===== config.mk =====
export PLATFORM = sky130hd
export DESIGN_NAME = bcd_results_display
export DESIGN_NICKNAME = d
export VERILOG_FILES = /design/src/rtl/bcd_results_display.sv
export SDC_FILE = /design/constraint.sdc
export NUM_CORES = 1
export LEC_CHECK = 0
export ABC_AREA = 1
export CAP_MARGIN = 10
export CORE_MARGIN = 2
export CORE_UTILIZATION = 28
export CTS_CLUSTER_DIAMETER = 50
export DETAILED_ROUTE_END_ITERATION = 6
export GPL_TIMING_DRIVEN = 0
export SLEW_MARGIN = 0
export SYNTH_ARGS = -nofsm -noshare
export SYNTH_HDL_FRONTEND = slang
export SYNTH_SLANG_ARGS = --single-unit
export TNS_END_PERCENT = 1

===== constraint.sdc =====
create_clock -name clk -period 3.9 [get_ports clk]
set_input_delay 0.39 -clock clk [delete_from_list [all_inputs] [get_ports clk]]
set_output_delay 0.39 -clock clk [all_outputs]
set_load 0.01 [all_outputs]

===== src/rtl/bcd_results_display.sv =====
// bcd_results_display
// Latches the 16-bit round result {masterFlag, slaveFlag, scoreTens, scoreOnes}
// on a valid pulse and drives a 4-digit multiplexed common-anode 7-segment
// display. The sole winner's flag digit blinks.
// Ports:
//   clk, rst          system clock, synchronous active-high reset
//   resultValid       one-cycle pulse, bcdResults16 valid this cycle
//   clearResult       drop the displayed result and return to idle
//   bcdResults16      [15:12] master flag, [11:8] slave flag, [7:4] tens, [3:0] ones
//   seg               active-low segments, [7]=dp, [6:0]=g..a
//   an                active-low digit enables, an[3]=leftmost
//   showing           high while a result (or no-result dashes) is displayed
module bcd_results_display #(
  parameter int unsigned SCAN_DIV    = 50000,
  parameter int unsigned BLINK_DIV   = 25000000,
  parameter int unsigned HOLD_CYCLES = 0
) (
  input  logic        clk,
  input  logic        rst,
  input  logic        resultValid,
  input  logic        clearResult,
  input  logic [15:0] bcdResults16,
  output logic [7:0]  seg,
  output logic [3:0]  an,
  output logic        showing
);

  localparam int unsigned SCAN_W     = $clog2(SCAN_DIV);
  localparam int unsigned BLINK_W    = $clog2(BLINK_DIV);
  localparam int unsigned HOLD_W     = (HOLD_CYCLES > 1) ? $clog2(HOLD_CYCLES) : 1;
  localparam int unsigned SCAN_LAST  = SCAN_DIV - 1;
  localparam int unsigned BLINK_LAST = BLINK_DIV - 1;
  localparam int unsigned HOLD_LAST  = (HOLD_CYCLES > 0) ? HOLD_CYCLES - 1 : 0;

  localparam logic [7:0] GLYPH_DASH  = 8'hBF;
  localparam logic [7:0] GLYPH_BLANK = 8'hFF;

  typedef enum logic [1:0] {
    IDLE     = 2'd0,
    SHOW     = 2'd1,
    NORESULT = 2'd2
  } stateT;

  stateT              state, stateNext;
  logic [15:0]        resultReg, resultNext;
  logic [SCAN_W-1:0]  scanCnt, scanCntNext;
  logic [1:0]         scanIdx, scanIdxNext;
  logic [BLINK_W-1:0] blinkCnt, blinkCntNext;
  logic               blinkOn, blinkOnNext;
  logic [HOLD_W-1:0]  holdCnt, holdCntNext;
  logic [7:0]         segNext;
  logic [3:0]         anNext;
  logic               showingNext;

  // Numeral glyphs 0..9, dp off; anything else renders as a dash
  function automatic logic [7:0] glyphOf(input logic [3:0] d);
    case (d)
      4'd0:    glyphOf = 8'hC0;
      4'd1:    glyphOf = 8'hF9;
      4'd2:    glyphOf = 8'hA4;
      4'd3:    glyphOf = 8'hB0;
      4'd4:    glyphOf = 8'h99;
      4'd5:    glyphOf = 8'h92;
      4'd6:    glyphOf = 8'h82;
      4'd7:    glyphOf = 8'hF8;
      4'd8:    glyphOf = 8'h80;
      4'd9:    glyphOf = 8'h90;
      default: glyphOf = GLYPH_DASH;
    endcase
  endfunction

  // State, counters and registered outputs
  always_ff @(posedge clk) begin
    if (rst) begin
      state     <= IDLE;
      resultReg <= '0;
      scanCnt   <= '0;
      scanIdx   <= '0;
      blinkCnt  <= '0;
      blinkOn   <= 1'b1;
      holdCnt   <= '0;
      seg       <= GLYPH_BLANK;
      an        <= 4'b1111;
      showing   <= 1'b0;
    end else begin
      state     <= stateNext;
      resultReg <= resultNext;
      scanCnt   <= scanCntNext;
      scanIdx   <= scanIdxNext;
      blinkCnt  <= blinkCntNext;
      blinkOn   <= blinkOnNext;
      holdCnt   <= holdCntNext;
      seg       <= segNext;
      an        <= anNext;
      showing   <= showingNext;
    end
  end

  // Next-state, counter updates and display decode
  always_comb begin
    logic [3:0] nib;
    logic       flagDigit;
    logic       soleWinner;

    stateNext    = state;
    resultNext   = resultReg;
    scanCntNext  = scanCnt;
    scanIdxNext  = scanIdx;
    blinkCntNext = blinkCnt;
    blinkOnNext  = blinkOn;
    holdCntNext  = holdCnt;
    segNext      = GLYPH_DASH;
    anNext       = ~(4'b0001 << scanIdx);
    nib          = resultReg[{scanIdx, 2'b00} +: 4];
    flagDigit    = scanIdx[1];
    soleWinner   = (resultReg[15:12] == 4'd1) ^ (resultReg[11:8] == 4'd1);

    // Digit scan free-runs regardless of state
    if (scanCnt == SCAN_W'(SCAN_LAST)) begin
      scanCntNext = '0;
      scanIdxNext = scanIdx + 2'd1;
    end else begin
      scanCntNext = scanCnt + SCAN_W'(1);
    end

    if (state == SHOW) begin
      if (blinkCnt == BLINK_W'(BLINK_LAST)) begin
        blinkCntNext = '0;
        blinkOnNext  = ~blinkOn;
      end else begin
        blinkCntNext = blinkCnt + BLINK_W'(1);
      end
    end

    // Auto-return to idle after the hold time, when enabled
    if ((HOLD_CYCLES > 0) && (state != IDLE)) begin
      if (holdCnt == HOLD_W'(HOLD_LAST)) begin
        stateNext = IDLE;
      end else begin
        holdCntNext = holdCnt + HOLD_W'(1);
      end
    end

    if (clearResult) begin
      stateNext = IDLE;
    end

    // A new result wins over clear and hold expiry
    if (resultValid) begin
      resultNext   = bcdResults16;
      blinkCntNext = '0;
      blinkOnNext  = 1'b1;
      holdCntNext  = '0;
      stateNext    = (bcdResults16 == 16'h0000) ? NORESULT : SHOW;
    end

    if (state == SHOW) begin
      if (flagDigit) begin
        segNext = (nib <= 4'd1) ? glyphOf(nib) : GLYPH_DASH;
        if (soleWinner && (nib == 4'd1) && !blinkOn) begin
          segNext = GLYPH_BLANK;
        end
      end else begin
        segNext = glyphOf(nib);
        // Leading-zero suppression on the tens digit
        if ((scanIdx == 2'd1) && (nib == 4'd0)) begin
          segNext = GLYPH_BLANK;
        end
      end
    end

    showingNext = (stateNext != IDLE);
  end

endmodule


==> metrics, run 1 <==
result of the run completed; critical path buffer and inverter count 4; Resized Gates After CTS 0; ratio of cells with drive above 1 in the final layout 9.983%; total gr overflow 0; number of buffers inserted by hold repair at cts 0; I/O pins 33; setup TNS 0 ps; sink count of the clock tree 74; type of element capturing the critical path register; final max-slew violation count 0; RSZ-0062 raised after global routing false; synth unique cells 35; clock tree from TritonCTS done; Stages on worst setup path 15; startpoint type of the worst setup path register; Tcrit/Tclk final 56.04%; Post-synth EDFFs 0; master of the slowest instance on the critical path dfxtp_1; number of global-route vias before repair 3227; Wirelength per Cell 11.25 um; starting utilization of the core area 28.47%; highest attainable clock frequency 0.4576 GHz; WP data arrival 2400 ps; total die area 14350 um2; R2R Path Start scanIdx[0]$_SDFFE_PP0P_; Root Driver clkbuf_16; worst-case register-to-register setup slack 1710 ps; total power consumption of the routed design 1762 uW; final RePlAce weighted congestion 0.8152; average instance area after synthesis 7.018 um2; placement row count 42; initial antenna violation count 0; Tmin final 2185 ps; Yosys reg bits 74; IR Drop Worst-Case VDD 179.1 uV; library cell appearing most often on the critical path nand2_1; gate family responsible for the most delay along the worst path simple AND/OR/NAND/NOR gates; H-tree depth 3; Power Dens Cells 384.6 nW/um2; NumNets Final 608; wire length reported by the detailed router 8.520 mm; total track usage 12.46%; setup clock skew after layout 7.667 ps; ordered list of cells on the worst path buf_6 > inv_4 > buf_6 > nand2_1 > nand3_1 > nand2_1 > inv_1 > ha_1 > or2_2 > nand3_2 > nand2_2 > nand3_2 > nand2_1 > nand2_1 > nand2_1; worst hold path type reg -> reg; count of input and output buffers 30; synthesized area 3755 um2; count of synthesis-stage warnings from yosys 0; largest stage delay on the critical path 370 ps; number of remaining DRC errors 0; global-route wire length before repair 14.50 mm; number of nets produced by synthesis 567; CTS Buf Count 9; portion of the post-synthesis area used by sequential elements 39.45%; Clk Latency, worst-skew pair 340 ps; cell depth of the worst flop-to-flop path 15; ys flop type dfxtp_1; number of buffers added for setup after CTS 0; endpoint of the worst-slack reg-to-reg timing path seg[6]$_SDFF_PP1_; pin count of the biggest net entering global routing 13; detailed-route vias per instance 4.528; signed area change from the synthesized netlist to the final layout 21.99%; overall die width 119.8 um; number of buffers between clock root and the deepest sink 2; clock edge transition at the registers on the reported setup and hold paths 60 ps; FFs w/ async S/R, synth 0%; largest fanout on the critical path 11; start-to-end type of the worst setup path reg -> reg; antenna cells 0; detailed-route via count 3428; initial drt markers 184; Final Hold Vio Count 0; CP Launch Point scanIdx[0]$_SDFFE_PP0P_; HPWL after DPL 6.553 mm; number of failing setup endpoints in the final timing report 0; Syn Inst Count 535; Final ANT Viol Nets 0; standby leakage power 0.001814 uW; chip height 119.8 um; max-cap violations 0; capture point of the worst path seg[6]$_SDFF_PP1_; area of the core 13190 um2; data required time at the worst endpoint 4120 ps; detailed-routing iteration count for the pre-antenna-repair pass 4
==> per-layer routing <==
metal | vias up | wire length (um) | global-route usage, %
met5 | - | 0 | 0
met4 | 0 | 166 | 5.735
met3 | 15 | 329 | 2.852
met2 | 63 | 3787 | 19.86
met1 | 1549 | 4236 | 16.00
li1 | 1801 | - | -
==> final cells by class <==
class / count / area, um2
clock buffers: 11 / 252.7
fillers: 1382 / 8610
repair buffers: 30 / 300.3
clock inverters: 5 / 52.55
inverters: 70 / 265.3
well taps: 176 / 220.2
plain buffers: 10 / 62.56
multi-input cells: 381 / 1946
flip-flops and latches: 74 / 1481
==> where the power goes <==
group | switching [uW] | internal (uW) | total (uW)
Sequential | 13.2 | 777 | 790
Clock | 313 | 526 | 839
Combinational | 75.0 | 57.2 | 132
Total | 401 | 1360 | 1760
==> synthesized netlist by cell type (5+ instances only) <==
cell type / count / area share (%)
a21oi_1: 32 / 4.3
nand2_1: 107 / 11
nor3_1: 22 / 2.9
nand2_2: 9 / 1.5
nand3_1: 39 / 5.2
nand4_1: 17 / 2.8
o21ai_0: 24 / 3.2
inv_1: 64 / 6.4
dfxtp_1: 74 / 39
nor2_1: 77 / 7.7
ha_1: 12 / 4.0
nor2_4: 7 / 2.1
xor2_1: 5 / 1.2
==> state kept, by name, summed over array words and instances (netlist names) <==
| signal | flops |
|---|---|
| showing | 1 |
| seg | 7 |
| scanCnt | 16 |
| blinkOn | 1 |
| state | 2 |
| blinkCnt | 25 |
| an | 4 |
| scanIdx | 2 |
| resultReg | 16 |
==> per-stage QoR <==
step                area [um2]  worst slack (ps)  hold slack (ps)  utilization, %  instances
CTS                       4581              1721            450.0           34.73        757
floorplan                 3755              1981            417.5               -        535
detailed placement        4275              1731            437.2           32.41        741
global route              4581              1508            481.4           34.73        757
global placement          4275              1771            430.3           32.41        741
finish                    4581              1715            445.4           34.73        757
==> how the worst min path moves through the flow <==
stage	startpoint	endpoint	cells past startpoint
6_report	scanCnt[0]$_SDFF_PP0_	scanCnt[0]$_SDFF_PP0_	1
5_1_grt	resultValid	resultReg[3]$_SDFFE_PP0P_	3
4_1_cts	scanCnt[0]$_SDFF_PP0_	scanCnt[0]$_SDFF_PP0_	1
3_5_place_dp	scanCnt[0]$_SDFF_PP0_	scanCnt[0]$_SDFF_PP0_	1
3_3_place_gp	scanCnt[0]$_SDFF_PP0_	scanCnt[0]$_SDFF_PP0_	1
2_1_floorplan	scanCnt[0]$_SDFF_PP0_	scanCnt[0]$_SDFF_PP0_	1
==> layout by cell type, fill, tap and decap left out, types with 2 or more instances in the layout <==
cell / count
a21oi_1: 32
a31oi_1: 3
buf_2: 2
buf_4: 2
buf_6: 2
clkbuf_1: 4
clkbuf_16: 9
clkbuf_8: 2
clkdlybuf4s50_1: 30
clkinv_2: 3
dfxtp_1: 74
ha_1: 12
inv_1: 64
inv_2: 4
nand2_1: 107
nand2_2: 9
nand2_4: 2
nand3_1: 39
nand3_2: 4
nand4_1: 17
nor2_1: 77
nor2_2: 3
nor2_4: 7
nor3_1: 22
o211ai_1: 2
o21ai_0: 24
o21ai_1: 2
or2_2: 4
xnor2_1: 3
xor2_1: 5
==> cells by family after synthesis <==
logic type               synth area share [%]
buffers and inverters                   8.730
adder cells (fa/ha/maj)                 3.999
other                                 0.09987
AND/OR/NAND/NOR                         37.22
XOR/XNOR                                1.866
flip-flops                              39.45
AO/OA/AOI/OAI                           8.630
(Power assumes the default switching activity.)
==> run 2, diff against run 1 <==
Clock period 3.9 ns to 2.2 ns, I/O delays scaled along.
==> metrics, run 2 (synthesized netlist as in run 1, its figures left out) <==
result of the run completed; total track usage 12.46%; Clk Latency, worst-skew pair 340 ps; IR Drop Worst-Case VDD 316.5 uV; placement row count 42; Filler Cells Inserted 1381; hold-critical path endpoint state[1]$_SDFF_PP0_; number of remaining DRC errors 0; ratio of cells with drive above 1 in the final layout 10.81%; Tmin final 1994 ps; number of failing setup endpoints in the final timing report 0; count of placed standard cells in the final layout, fillers left out 759; endpoint of the worst-slack reg-to-reg timing path seg[6]$_SDFF_PP1_; area of the core 13190 um2; Post-Route M1 WL 4.218 mm; highest attainable clock frequency 0.5016 GHz; wire length reported by the detailed router 8.517 mm; startpoint type of the worst setup path register; initial antenna violation count 0; initial drt markers 194; global-route wire length before repair 14.50 mm; number of cells traversed by the worst hold path 3; HPWL after DPL 6.553 mm; RSZ-0062 raised after global routing false; detailed-route via count 3445; total die area 14350 um2; placed instance count 741; hold path startpoint resultValid; CTS Buf Count 9; type of element capturing the critical path register; most common library cell in the layout ignoring fill and taps nand2_1; clock edge transition at the registers on the reported setup and hold paths 60 ps; clock tree from TritonCTS done; detailed-routing iteration count for the pre-antenna-repair pass 4; master of the slowest instance on the critical path dfxtp_2; H-tree depth 3; setup TNS 0 ps; gate family responsible for the most delay along the worst path simple AND/OR/NAND/NOR gates; max FFs per register 25; top routing layer used met4; number of buffers between clock root and the deepest sink 2; I/O pins 33; antenna cells 0; library cell appearing most often on the critical path nand2_1; setup clock skew after layout 6.389 ps; largest stage delay on the critical path 330 ps; Root Driver clkbuf_16; final max-slew violation count 0; met3 WL post-DR 326 um; cell depth of the worst flop-to-flop path 14; Power Dens Cells 678.1 nW/um2; largest fanout on the critical path 12; overall die width 119.8 um; ordered list of cells on the worst path buf_6 > inv_4 > nand2_1 > nand3_1 > nand2_2 > buf_4 > ha_1 > or2_2 > nand3_2 > nand2_4 > nand3_2 > nand2_1 > nand2_1 > nand2_1; pin count of the biggest net entering global routing 13; Final Hold Vio Count 0; largest registers blinkCnt (25), resultReg (16), scanCnt (16); max-cap violations 0; total gr overflow 0; Final ANT Viol Nets 0; number of global-route vias before repair 3227; chip height 119.8 um; Wirelength per Cell 11.22 um; data required time at the worst endpoint 2420 ps; final RePlAce weighted congestion 0.8152; standby leakage power 0.001830 uW; Top reg by flops blinkCnt; WP data arrival 2210 ps; worst hold path type in -> reg; signed area change from the synthesized netlist to the final layout 22.69%; NumNets Final 610; amount of wire on met2 after detailed routing 3.819 mm; top library cells by usage in the layout, fill and taps aside 106 x nand2_1, 77 x nor2_1, 72 x dfxtp_1; starting utilization of the core area 28.47%; R2R Path Start scanIdx[0]$_SDFFE_PP0P_; detailed-route vias per instance 4.539; critical path buffer and inverter count 3; start-to-end type of the worst setup path reg -> reg; worst-case register-to-register setup slack 210 ps; Tcrit/Tclk final 90.63%; count of input and output buffers 30; sink count of the clock tree 74
run 2: changes by cell type in the layout (fill, tap and decap cells not counted):
cell / delta
nor2_2: -1
nand2_1: -1
dfxtp_1: -2
nor2_4: +1
buf_6: -1
nand2_4: +1
dfxtp_2: +2
buf_4: +3
run 2: cell type report:
type	instances	area (um2)	area share, %
well taps	176	220.2	4.780
clock inverters	5	52.55	1.141
repair buffers	33	322.8	7.007
plain buffers	9	51.30	1.114
clock buffers	11	252.7	5.486
multi-input cells	381	1958	42.50
inverters	70	265.3	5.758
flip-flops and latches	74	1484	32.21
run 2: repair_timing:
action / CTS / global route
endpoints found under the hold margin: 0 / 0
endpoints found under the setup margin: 0 / 7
hold buffers: 0 / 0
buffers inserted: 0 / 3
gates resized for setup: 0 / 5
run 2: metal layers:
metal  track usage, %  vias up
met5                0        -
met4            5.735        0
met3            2.852       13
met2            19.86       58
met1            16.00     1569
li1                 -     1805
run 2: how the worst max path moves through the flow:
stage / start / endpoint / slack (ps) / cells past startpoint
detailed placement: scanIdx[0]$_SDFFE_PP0P_ / seg[6]$_SDFF_PP1_ / 30 / 15
global route: scanIdx[0]$_SDFFE_PP0P_ / seg[6]$_SDFF_PP1_ / 40 / 14
finish: scanIdx[0]$_SDFFE_PP0P_ / seg[6]$_SDFF_PP1_ / 210 / 14
CTS: scanIdx[0]$_SDFFE_PP0P_ / seg[6]$_SDFF_PP1_ / 20 / 15
global placement: scanIdx[0]$_SDFFE_PP0P_ / seg[6]$_SDFF_PP1_ / 90 / 15
floorplan: scanIdx[0]$_SDFFE_PP0P_ / seg[6]$_SDFF_PP1_ / 280 / 15
run 2: tightest hold or removal path, cell delays in order:
cell and delay (ps):
buf_2 180, a21oi_1 80, nor2_1 100
run 2: power by group:
part | leakage (uW) | internal [uW] | switching [uW] | total, uW
logic | 0.00107 | 106 | 135 | 241
clock network | 0.000151 | 932 | 549 | 1480
registers | 0.000605 | 1380 | 23.3 | 1400
total | 0.00183 | 2420 | 708 | 3120
run 2: per-stage QoR:
step / setup slack (ps) / instance area, um2 / hold slack, ps / utilization [%] / total power, uW
2_1_floorplan: 281.5 / 3755 / 289.1 / - / 1567
5_1_grt: 39.79 / 4607 / 311.4 / 34.93 / 3252
3_3_place_gp: 88.34 / 4275 / 430.3 / 32.41 / 1660
6_report: 206.2 / 4607 / 281.3 / 34.93 / 3124
4_1_cts: 20.66 / 4581 / 281.9 / 34.73 / 3166
3_5_place_dp: 30.96 / 4275 / 437.2 / 32.41 / 1666
==> run 3, diff against run 2 <==
Settings changed: CTS_CLUSTER_SIZE from default to 20.
==> results of run 3 <==
No change in the layout: final DEF, timing and power equal those of run 2.
